--- src/rtl/seven_segment_scan_driver_pkg.sv ---
// Glyph constants for the 7-segment scan driver, active-low {a,b,c,d,e,f,g}.
// No latency or backpressure; constants only.
package seven_segment_scan_driver_pkg;
  localparam logic [6:0] SSD_0     = 7'b0000001;
  localparam logic [6:0] SSD_1     = 7'b1001111;
  localparam logic [6:0] SSD_2     = 7'b0010010;
  localparam logic [6:0] SSD_3     = 7'b0000110;
  localparam logic [6:0] SSD_4     = 7'b1001100;
  localparam logic [6:0] SSD_5     = 7'b0100100;
  localparam logic [6:0] SSD_6     = 7'b0100000;
  localparam logic [6:0] SSD_7     = 7'b0001111;
  localparam logic [6:0] SSD_8     = 7'b0000000;
  localparam logic [6:0] SSD_9     = 7'b0000100;
  localparam logic [6:0] SSD_A     = 7'b0001000;
  localparam logic [6:0] SSD_B     = 7'b1100000;
  localparam logic [6:0] SSD_C     = 7'b0110001;
  localparam logic [6:0] SSD_D     = 7'b1000010;
  localparam logic [6:0] SSD_E     = 7'b0110000;
  localparam logic [6:0] SSD_F     = 7'b0111000;
  localparam logic [6:0] SSD_BLANK = 7'b1111111;
  localparam logic [7:0] DISP_OFF  = 8'hFF;
endpackage

--- src/rtl/seven_segment_scan_driver_glyph_rom.sv ---
// Combinational nibble-to-segment decode (active-low); zero latency, no backpressure.
// HEX_MODE=0 maps nibbles 10..15 to the F error glyph.
module seven_segment_scan_driver_glyph_rom
  import seven_segment_scan_driver_pkg::*;
#(
  parameter int HEX_MODE = 0
) (
  input  logic [3:0] nibble_i,
  output logic [6:0] seg_o
);
  always_comb begin
    seg_o = SSD_F;
    case (nibble_i)
      4'd0:  seg_o = SSD_0;
      4'd1:  seg_o = SSD_1;
      4'd2:  seg_o = SSD_2;
      4'd3:  seg_o = SSD_3;
      4'd4:  seg_o = SSD_4;
      4'd5:  seg_o = SSD_5;
      4'd6:  seg_o = SSD_6;
      4'd7:  seg_o = SSD_7;
      4'd8:  seg_o = SSD_8;
      4'd9:  seg_o = SSD_9;
      4'd10: seg_o = (HEX_MODE != 0) ? SSD_A : SSD_F;
      4'd11: seg_o = (HEX_MODE != 0) ? SSD_B : SSD_F;
      4'd12: seg_o = (HEX_MODE != 0) ? SSD_C : SSD_F;
      4'd13: seg_o = (HEX_MODE != 0) ? SSD_D : SSD_F;
      4'd14: seg_o = (HEX_MODE != 0) ? SSD_E : SSD_F;
      default: seg_o = SSD_F;
    endcase
  end
endmodule

--- src/rtl/seven_segment_scan_driver.sv ---
// Time-multiplexed N-digit common-anode driver; outputs registered 1 cycle after idx/shadow.
// No backpressure: en=0 freezes the scan and blanks pins. Option: LEADING_ZERO_BLANK_EN.
module seven_segment_scan_driver
  import seven_segment_scan_driver_pkg::*;
#(
  parameter int NUM_DIGITS  = 4,
  parameter int REFRESH_DIV = 1,
  parameter int DIV_WIDTH   = 16,
  parameter int HEX_MODE    = 0
) (
  input  logic                    clk,
  input  logic                    rst,
  input  logic                    en,
  input  logic                    load,
  input  logic [4*NUM_DIGITS-1:0] digits_in,
  input  logic [NUM_DIGITS-1:0]   dots_in,
  output logic [7:0]              display,
  output logic [NUM_DIGITS-1:0]   ctrl,
  output logic                    frame_tick
);
  localparam int IDX_W = (NUM_DIGITS > 2) ? $clog2(NUM_DIGITS) : 1;
  localparam logic [DIV_WIDTH-1:0] DIV_LAST = DIV_WIDTH'(REFRESH_DIV - 1);
  localparam logic [IDX_W-1:0]     IDX_LAST = IDX_W'(NUM_DIGITS - 1);

  logic [DIV_WIDTH-1:0]    presc_q, presc_d;
  logic [IDX_W-1:0]        idx_q, idx_d;
  logic [4*NUM_DIGITS-1:0] digits_q, digits_d;
  logic [NUM_DIGITS-1:0]   dots_q, dots_d;
  logic [7:0]              display_q, display_d;
  logic [NUM_DIGITS-1:0]   ctrl_q, ctrl_d;
  logic                    frame_tick_q, frame_tick_d;

  logic [3:0]            cur_nib;
  logic                  cur_dot;
  logic                  cur_blank;
  logic [6:0]            cur_seg;
  logic [NUM_DIGITS-1:0] lz_blank;
  logic                  slot_end;

`ifdef LEADING_ZERO_BLANK_EN
  // Digit i>0 blanks only when it and every higher nibble are zero.
  logic run_zero;
  always_comb begin
    lz_blank = '0;
    run_zero = 1'b1;
    for (int i = NUM_DIGITS - 1; i > 0; i--) begin
      run_zero    = run_zero & (digits_q[4*i +: 4] == 4'd0);
      lz_blank[i] = run_zero;
    end
  end
`else
  assign lz_blank = '0;
`endif

  always_comb begin
    cur_nib   = '0;
    cur_dot   = 1'b0;
    cur_blank = 1'b0;
    for (int i = 0; i < NUM_DIGITS; i++) begin
      if (idx_q == IDX_W'(i)) begin
        cur_nib   = digits_q[4*i +: 4];
        cur_dot   = dots_q[i];
        cur_blank = lz_blank[i];
      end
    end
  end

  seven_segment_scan_driver_glyph_rom #(.HEX_MODE(HEX_MODE)) u_glyph (
    .nibble_i (cur_nib),
    .seg_o    (cur_seg)
  );

  assign slot_end = (presc_q == DIV_LAST);

  always_comb begin
    presc_d  = presc_q;
    idx_d    = idx_q;
    digits_d = digits_q;
    dots_d   = dots_q;
    if (en) begin
      if (slot_end) begin
        presc_d = '0;
        idx_d   = (idx_q == IDX_LAST) ? '0 : idx_q + 1'b1;
      end else begin
        presc_d = presc_q + 1'b1;
      end
    end
    if (load) begin
      digits_d = digits_in;
      dots_d   = dots_in;
    end
    display_d    = en ? {(cur_blank ? SSD_BLANK : cur_seg), ~cur_dot} : DISP_OFF;
    ctrl_d       = en ? ~(NUM_DIGITS'(1) << idx_q) : '1;
    frame_tick_d = en && slot_end && (idx_q == IDX_LAST);
  end

  always_ff @(posedge clk) begin
    if (rst) begin
      presc_q      <= '0;
      idx_q        <= '0;
      digits_q     <= '0;
      dots_q       <= '0;
      display_q    <= DISP_OFF;
      ctrl_q       <= '1;
      frame_tick_q <= 1'b0;
    end else begin
      presc_q      <= presc_d;
      idx_q        <= idx_d;
      digits_q     <= digits_d;
      dots_q       <= dots_d;
      display_q    <= display_d;
      ctrl_q       <= ctrl_d;
      frame_tick_q <= frame_tick_d;
    end
  end

  assign display    = display_q;
  assign ctrl       = ctrl_q;
  assign frame_tick = frame_tick_q;
endmodule
--- config.mk ---
export PLATFORM = sky130hd
export DESIGN_NAME = seven_segment_scan_driver
export DESIGN_NICKNAME = d
export VERILOG_FILES = /design/src/rtl/seven_segment_scan_driver_pkg.sv /design/src/rtl/seven_segment_scan_driver_glyph_rom.sv /design/src/rtl/seven_segment_scan_driver.sv
export SDC_FILE = /design/constraint.sdc
export NUM_CORES = 1
export LEC_CHECK = 0
export ABC_AREA = 1
export CORE_MARGIN = 8
export CORE_UTILIZATION = 40
export DETAILED_ROUTE_END_ITERATION = 8
export PLACE_DENSITY_LB_ADDON = 0.08
export SETUP_SLACK_MARGIN = 0.15
export SLEW_MARGIN = 20
export SYNTH_ARGS = -nofsm -noshare
export SYNTH_HDL_FRONTEND = slang
export SYNTH_SLANG_ARGS = --single-unit
export TNS_END_PERCENT = 50
--- constraint.sdc ---
create_clock -name clk -period 1.65 [get_ports clk]
set_clock_uncertainty 0.05 [all_clocks]
set_input_delay 0.495 -clock clk [delete_from_list [all_inputs] [get_ports clk]]
set_output_delay 0.495 -clock clk [all_outputs]
set_load 0.05 [all_outputs]
==> flow_summary.json <==
{
  "cts_root_buf": "clkbuf_8",
  "synth_top_cell_by_area": "dfxtp_1",
  "drive_gt1_frac": 0.2569,
  "outcome": "finished clean",
  "cts_buffer_depth": 2,
  "ios": 37,
  "p_sw_w": 0.0009188,
  "clockPowerShare": 0.258,
  "finalCriticalPeriod_ns": 1.634,
  "critPathLaunch": "idx_q[0]$_SDFFE_PP0P_",
  "num_antenna_cells": 0,
  "cap_violations": 0,
  "initial_core_util": 0.4105,
  "grt_pass1_vias": 2170,
  "vias": 2217,
  "coreArea_mm2": 0.005886,
  "synthCells": 333,
  "hold_violations": 0,
  "worst_slew_pin_slew_ns": 0.2725,
  "ant_nets": 0,
  "syn_area_per_cell_um2": 7.255,
  "leakage_nw": 1.474,
  "fin_tns_setup_ns": 0,
  "critical_path_arrival_ns": 1.78,
  "grt_max_degree": 21,
  "grt_antenna_before_repair": 0,
  "layout_commonest_cell": "nor2_1",
  "sw_frac_of_total": 0.3029,
  "overflow": 0,
  "crit_type": "reg -> reg",
  "first_pass_iters": 5,
  "irDropWorstVdd_mv": 0.4201,
  "final_core_util": 0.5891,
  "ff2ff_path_depth": 12,
  "p_per_area_mw_per_mm2": 874.9,
  "synthTopCellsByArea": "dfxtp_1 (42%), nor2_1 (11%), nand2_1 (9.3%)",
  "yosysTopAreaCellShare": 0.4226,
  "hp-start": "digits_q[7]$_SDFFE_PP0P_",
  "yosysWarnings": 0,
  "internal_power_w": 0.002114,
  "r2r_end": "display[4]$_SDFF_PP1_",
  "slew_headroom": 0.8176,
  "maxSlewViolCount": 0,
  "fin_crit_sh": 0.9901,
  "clk_pin_slew_worst_paths_ns": 0.09,
  "die_h_um": 93.72,
  "postCtsHoldBufs": 0,
  "rsz0062_at_grt": "true",
  "place_congestion": 0.8541,
  "cts_inserted_buffers": 5,
  "timing.fmax_ghz": 0.6121,
  "grt_pass1_wl_um": 9687,
  "crit_path_max_fanout": 6,
  "nets": 429,
  "htree_levels": 2,
  "cp.required_ns": 1.80,
  "cts_tree": "built",
  "worstSetupStartpointType": "flip-flop",
  "yosysUniqueCellTypes": 29,
  "drt-initial-drc-count": 66,
  "syn_nets": 366,
  "hp-class": "reg -> reg",
  "p_comb_frac": 0.293,
  "seqPwrFrac": 0.449,
  "power_w": 0.003033,
  "dp_hpwl_um": 4182,
  "crit_end": "display[4]$_SDFF_PP1_",
  "routedWlPerCell_um": 11.81,
  "fp.dieArea_mm2": 0.008783,
  "ys_ff_latch": 51,
  "syn_to_final_growth_pct": 43.50,
  "port_buffers": 36,
  "globalRouteTotalUtil": 0.1352,
  "ys_seq_area_frac": 0.4226,
  "r2r_slack_ns": 0.02,
  "setup_viol": 0,
  "num_rows": 28,
  "cts.sinks": 51,
  "syn_area_mm2": 0.002416,
  "drc": 0,
  "drt_wl_total_um": 5574,
  "viasPerCell": 4.697,
  "dieWidth_um": 93.72,
  "layout_common_cells": "nor2_1 (67), nand2_1 (57), dfxtp_1 (47), inv_1 (26), buf_4 (25)",
  "r2r_start": "idx_q[0]$_SDFFE_PP0P_",
  "end_kind": "flip-flop",
  "clock_latency_ns": 0.30
}
## power groups by stage
stage	logic, W	clock network, W	registers (W)
floorplan	0.000390	0	0.00147
CTS	0.000836	0.000805	0.00136
detailed placement	0.000787	0	0.00139
global placement	0.000780	0	0.00139
finish	0.000889	0.000783	0.00136
global route	0.000976	0.000844	0.00137
## sequential cells by signal, indices dropped and copies added (netlist names)
signal / flops
display: 8
dots_q: 4
presc_q: 16
frame_tick: 1
idx_q: 2
ctrl: 4
digits_q: 16
## critical path, cell delays in order (launching register included)
cell     delay [ns]
dfxtp_4        0.40
inv_6          0.05
ha_4           0.18
inv_6          0.08
nor2_2         0.03
nor2_1         0.12
nand2_2        0.08
nand2_4        0.14
ha_4           0.22
nand2_2        0.04
nand2_1        0.04
nand2_1        0.05
nand2_1        0.04
## per-layer routing
metal	wire, um	track usage
met3	278	0.03437
met5	0	0
met4	85	0.04888
met1	2487	0.1627
met2	2723	0.2264
## synth_stat cells (all sizes together)
cell type,count
nand3,24
o21ai,24
xor2,1
nand4,5
nor3b,1
xnor2,1
a31oi,1
inv,33
ha,9
nor2,79
nand2,68
nor3,9
dfxtp,51
a21oi,16
nand3b,1
clkbuf,6
o211ai,1
buf,3
## what timing repair did
item | 4_1_cts | 5_1_grt
endpoints found under the setup margin | 14 | 18
resized for setup | 10 | 17
endpoints found under the hold margin | 0 | 0
pin swaps | 9 | 12
buffers inserted | 6 | 7
## stage by stage
step           hold WS, ns  std cells  instance area [um2]  worst slack [ns]
2_1_floorplan       0.3833        333                 2495            0.1387
4_1_cts             0.4112        465                 3363           0.02202
5_1_grt             0.4552        472                 3467          -0.08265
3_3_place_gp        0.4025        451                 3191           -0.2481
6_report            0.4156        472                 3467           0.01641
3_5_place_dp        0.3982        451                 3191           -0.2525
## cells by family after synthesis
group / count (synthesis) / share of synthesized area
compound gates: 42 / 0.09788
xor+xnor: 2 / 0.007251
fa+ha+maj: 9 / 0.04661
buf+inv: 42 / 0.06887
flops: 51 / 0.4226
simple gates: 187 / 0.3568
## worst min path at each step
stage                                           to  slack, ns  cells after the start
after floorplan           digits_q[7]$_SDFFE_PP0P_       0.38                      2
after detailed placement  digits_q[7]$_SDFFE_PP0P_       0.40                      2
after global placement    digits_q[7]$_SDFFE_PP0P_       0.40                      2
after CTS                 digits_q[7]$_SDFFE_PP0P_       0.41                      2
after global routing       presc_q[0]$_SDFFE_PP0P_       0.46                      2
final                     digits_q[7]$_SDFFE_PP0P_       0.42                      2
## layout make-up
cell class	instances	area, um2
Multi-Input combinational cell	240	1353
Tap cell	75	93.84
Inverter	33	141.4
Timing Repair Buffer	65	748.2
Sequential cell	51	1031
Fill cell	542	2419
Clock buffer	8	100.1
No activity file was read; power rests on OpenSTA's default activity.
